===== src/rtl/pico_ctrl_pkg.sv =====
// Shared types and helpers for the picoMIPS run/step/breakpoint controller.
package pico_ctrl_pkg;

  typedef enum logic [1:0] {
    HALT  = 2'd0,
    RUN   = 2'd1,
    STEP  = 2'd2,
    BREAK = 2'd3
  } run_state_t;

  localparam int CNT_W = 16;

  // Counter width able to hold 0..n-1, never narrower than one bit.
  function automatic int cnt_width(input int n);
    return (n > 1) ? $clog2(n) : 1;
  endfunction

endpackage


===== src/rtl/pico_debounce.sv =====
// Step push-button conditioning: 2-FF synchronizer, stability filter and
// a one-cycle pulse on each accepted rising level.
module pico_debounce
  import pico_ctrl_pkg::*;
#(
  parameter int DB_CYCLES = 1_000_000
) (
  input  logic clk,
  input  logic n_reset,
  input  logic btn,
  output logic step_req
);

  localparam int CW = cnt_width(DB_CYCLES);
  localparam logic [CW-1:0] CNT_LAST = CW'(DB_CYCLES - 1);

  logic          sync1;
  logic          sync2;
  logic          level;
  logic [CW-1:0] cnt;

  // NOTE: every register here uses <= so all flops sample the same pre-edge
  // values; blocking assignments would collapse the synchronizer chain.
  always_ff @(posedge clk or negedge n_reset) begin
    if (!n_reset) begin
      sync1    <= 1'b0;
      sync2    <= 1'b0;
      level    <= 1'b0;
      cnt      <= '0;
      step_req <= 1'b0;
    end else begin
      sync1    <= btn;
      sync2    <= sync1;
      step_req <= 1'b0;
      // A sample agreeing with the accepted level restarts the stability count.
      if (sync2 == level) begin
        cnt <= '0;
      end else if (cnt == CNT_LAST) begin
        level    <= sync2;
        cnt      <= '0;
        step_req <= sync2;
      end else begin
        cnt <= cnt + CW'(1);
      end
    end
  end

endmodule


===== src/rtl/pico_run_ctrl.sv =====
// Run/step/breakpoint scheduler: produces a single-cycle clock-enable for the
// picoMIPS core and exports state and pulse count for the board display.
module pico_run_ctrl
  import pico_ctrl_pkg::*;
#(
  parameter int DIV       = 5_000_000,
  parameter int DB_CYCLES = 1_000_000,
  parameter int PC_W      = 8
) (
  input  logic             clk,
  input  logic             n_reset,
  input  logic             run_sw,
  input  logic             step_btn,
  input  logic             bp_en,
  input  logic [PC_W-1:0]  bp_addr,
  input  logic [PC_W-1:0]  pc,
  output logic             cpu_en,
  output logic [1:0]       state_o,
  output logic             brk_hit,
  output logic [CNT_W-1:0] step_cnt
);

  localparam int PRE_W = cnt_width(DIV);
  localparam logic [PRE_W-1:0] PRE_LAST = PRE_W'(DIV - 1);

  run_state_t       state;
  logic [PRE_W-1:0] presc;
  logic             tick_d;
  logic             run_s1;
  logic             run_sync;
  logic             bp_s1;
  logic             bp_en_sync;
  logic             step_req;
  logic             bp_match;

  pico_debounce #(
    .DB_CYCLES (DB_CYCLES)
  ) u_debounce (
    .clk      (clk),
    .n_reset  (n_reset),
    .btn      (step_btn),
    .step_req (step_req)
  );

  always_ff @(posedge clk or negedge n_reset) begin
    if (!n_reset) begin
      run_s1     <= 1'b0;
      run_sync   <= 1'b0;
      bp_s1      <= 1'b0;
      bp_en_sync <= 1'b0;
    end else begin
      run_s1     <= run_sw;
      run_sync   <= run_s1;
      bp_s1      <= bp_en;
      bp_en_sync <= bp_s1;
    end
  end

  // pc reflects the core one cycle after cpu_en, hence the delayed tick.
  assign bp_match = tick_d & bp_en_sync & (pc == bp_addr);

  always_ff @(posedge clk or negedge n_reset) begin
    if (!n_reset) begin
      state    <= HALT;
      presc    <= '0;
      cpu_en   <= 1'b0;
      tick_d   <= 1'b0;
      step_cnt <= '0;
    end else begin
      cpu_en <= 1'b0;
      tick_d <= cpu_en;
      unique case (state)
        HALT: begin
          if (step_req) begin
            state    <= STEP;
            cpu_en   <= 1'b1;
            step_cnt <= step_cnt + CNT_W'(1);
          end else if (run_sync) begin
            state <= RUN;
            presc <= '0;
          end
        end
        STEP: state <= HALT;
        RUN: begin
          // Leaving RUN wins over a terminal count so no pulse escapes on halt.
          if (!run_sync) begin
            state <= HALT;
          end else if (bp_match) begin
            state <= BREAK;
          end else if (presc == PRE_LAST) begin
            presc    <= '0;
            cpu_en   <= 1'b1;
            step_cnt <= step_cnt + CNT_W'(1);
          end else begin
            presc <= presc + PRE_W'(1);
          end
        end
        BREAK: begin
          if (!run_sync) begin
            state <= HALT;
          end else if (step_req) begin
            state    <= STEP;
            cpu_en   <= 1'b1;
            step_cnt <= step_cnt + CNT_W'(1);
          end
        end
        default: state <= HALT;
      endcase
    end
  end

  assign state_o = state;
  assign brk_hit = (state == BREAK);

endmodule


===== config.mk =====
export PLATFORM = sky130hd
export DESIGN_NAME = pico_run_ctrl
export DESIGN_NICKNAME = d
export VERILOG_FILES = /design/src/rtl/pico_ctrl_pkg.sv /design/src/rtl/pico_debounce.sv /design/src/rtl/pico_run_ctrl.sv
export SDC_FILE = /design/constraint.sdc
export NUM_CORES = 1
export LEC_CHECK = 0
export BUFFER_PORTS_ARGS = -buffer_cell sky130_fd_sc_hd__clkbuf_2
export CAP_MARGIN = 20
export CORE_AREA = 4 4 91 93
export CTS_CLUSTER_SIZE = 24
export DETAILED_ROUTE_END_ITERATION = 8
export DIE_AREA = 0 0 95 97
export PLACE_DENSITY_LB_ADDON = 0.12
export SYNTH_ARGS = -nofsm -noshare
export SYNTH_HDL_FRONTEND = slang
export SYNTH_SLANG_ARGS = --single-unit

===== constraint.sdc =====
create_clock -name clk -period 3.2 [get_ports clk]
set_input_delay 0 -clock clk [delete_from_list [all_inputs] [get_ports clk]]
set_output_delay 0 -clock clk [all_outputs]
set_load 0.05 [all_outputs]

==> flow_summary_export.csv <==
group,metric,value,unit
routing,dr.first_iter.drc_count,215,
synth,synth_area,0.00354,sq mm
finish,layout_commonest_cell,"dfrtp_1",
synth,yosysTopAreaCellShare,50.1,%
cts,clock_path_buffers,2,
cts,clockRootBuffer,"clkbuf_8",
floorplanning,core_area,0.00753,sq mm
routing,firstDrtPassIters,5,
synth,synth_cells,348,
synth,synth.area.top_cells,"dfrtp_1 50%, xnor2_1 5.2%, nor2_1 4.6%",
synth,synth_top_area_cell,"dfrtp_1",
floorplanning,dieArea,0.00922,sq mm
finish,num_antenna_cells,0,
power,swShare,22.3,%
cts,cts_tree,"built",
power,combPwrFrac,5.1,%
finish,n_fill_cell,700,
routing,drt-vias-per-instance,5.41,
synth,async_reset_ff_share,100,%
critical_path,r2r_cells,8,
synth,avgSynthCellArea,10.2,sq um
power,power.leakage,1.84,nW
job,cap_violations,0,
critical_path,crit_fanout,21,
floorplanning,ios,41,
timing,post-route-period-util,76.2,%
min_path,hp-class,"input pin to asynchronous set/reset pin",
synth,synth_edf_count,0,
finish,drive_gt1_share,19.4,%
global_route,grt-ovfl-total,0,
floorplanning,rows,32,
placement,dpl.hpwl,4.79,mm
critical_path,worstPathRequired,3.41,ns
timing,final.min_clock_period,2.44,ns
status,outcome,"completed",
timing,fin_ws,0.760,ns
placement,finalWeightedCongestion,0.784,
synth,seq_area_frac_synth,50.1,%
finish,layout.nets,421,
timing,rsz0062_at_grt,"false",
critical_path,cp.arrival,2.65,ns
finish,final_cell_mix,"71 x dfrtp_1, 43 x nor2_1, 39 x clkbuf_2",
finish,multi_input_area,0.00167,sq mm
critical_path,crit_type,"flop to flop",
timing,maxSlewViolCount,0,
routing,wl,7.04,mm
cts,htreeDepth,3,
cts,cts.sinks,71,
synth,synthesis.nets,372,
cts,numCtsBuffers,9,
global_route,antenna_found_initial,0,
synth,synth_cell_type_count,46,
timing,clock_skew,0.00700,ns
finish,area_growth,15.8,%
timing,whs,0.172,ns
cts,clkTransAtPathRegs,0.08,ns
timing,setup_viol,0,
critical_path,start_kind,"flop",
power,pwr-share-seq,50.9,%
critical_path,crit_path_end_kind,"flop",
floorplanning,die_w,95,microns
power,intPower,1.40,mW
critical_path,timing.rr.end,"presc[20]",
floorplanning,start_util,47.1,%
routing,vias,2729,
power,power_density,440,mW/mm^2
critical_path,rrSetupSlack,0.76,ns
timing,tns,0,ns
routing,drtAntennaViolNets,0,
routing,wl_per_cell,14.0,microns
global_route,grt_use_total,16.5,%
timing,hold_viol,0,
floorplanning,fp.dieH,97,microns
timing,worstMarginPinSlew,0.764,ns
critical_path,r2r_start,"presc[0]",
finish,fin_util,54.5,%
cts,cts_resized,0,
global_route,grt_pass1_wl,12.2,mm
routing,drc,0,
synth,ys_ff_latch,71,
timing,fmax,0.410,GHz
timing,relSlewSlack,48.7,%
power,max-vdd-ir-drop,0.297,mV
placement,dpl_worst_slack,0.782,ns
global_route,grt_max_degree,51,
power,power.switching,0.403,mW
synth,ys_warn_count,0,
synth,synth_top_flop_cell,"dfrtp_1",
global_route,grt_pass1_vias,2595,
finish,regArea,0.00178,sq mm
cts,clk_latency,0.34,ns
placement,numPortBuffers,40,
power,power_frac_clock,43.9,%
[worst max-delay path, cell delays in order, from the launching register on]
cell and delay (ns):
dfrtp_1 0.40, ha_1 0.22, nand3_2 0.13, or4_4 0.57, o31ai_2 0.29, buf_4 0.21
or2_1 0.11, buf_4 0.25, o31ai_1 0.12
[through the flow]
step	instance area [sq um]	power [mW]	cells
floorplan	3540	0.980	348
global placement	3840	1.03	484
detailed placement	3840	1.03	484
CTS	4110	1.83	504
global route	4110	1.90	504
finish	4110	1.81	504
[sequential cells by signal, summed over array words and instances (netlist names), 2 cells and up]
signal and count:
presc 23, u_debounce.cnt 20, step_cnt 16, state_o 2
[power by group through the flow]
stage	clock (mW)	combinational, mW	sequential, mW
after floorplan	0	0.0434	0.937
after global placement	0	0.0898	0.937
after detailed placement	0	0.0911	0.937
after CTS	0.818	0.0951	0.919
after global routing	0.867	0.107	0.922
final	0.794	0.0928	0.920
[final cells by class]
class                      instances  share of cell area, %
inverter                           6                  0.549
clock buffer                      11                   3.44
clock inverter                     5                   1.98
sequential                        71                   43.3
multi-input combinational        259                   40.7
tap                              102                   3.11
timing repair buffer              50                   6.95
[synth_stat cells (all sizes together), types with 4 or more instances]
cell type	instances
nor3	5
nand3	18
buf	7
and2	4
xor2	18
o21ai	26
clkbuf	5
dfrtp	71
nand2	25
inv	6
nor2b	8
xnor2	24
nor2	43
o31ai	18
nand4	22
and3	11
[layer usage]
metal	up-vias	track usage [%]	routed length, microns
met3	9	3.89	286
met4	0	4.99	91
met5	-	0	0
li1	1337	-	-
met2	58	24.4	3220
met1	1325	23.8	3440
[repair_timing]
action	in CTS	in global routing
hold endpoints to repair	24	0
buffers inserted	0	0
hold buffers	4	0
[cell families after synthesis]
kind of cell	after synthesis	share of synthesized area, %
buf+inv	18	2.75
compound gates	57	10.3
mux	2	0.635
fa+ha+maj	3	1.06
flops	71	50.1
xor+xnor	42	11.0
simple gates	155	24.1
[worst max-delay path by stage]
stage,slack [ns],from,to
after floorplan,1.01,presc[0],step_cnt[14]
after global placement,0.84,presc[0],presc[13]
after detailed placement,0.78,presc[0],presc[20]
after CTS,0.76,presc[0],presc[20]
after global routing,0.61,presc[0],presc[18]
final,0.76,presc[0],presc[20]
(Power assumes the default switching activity.)
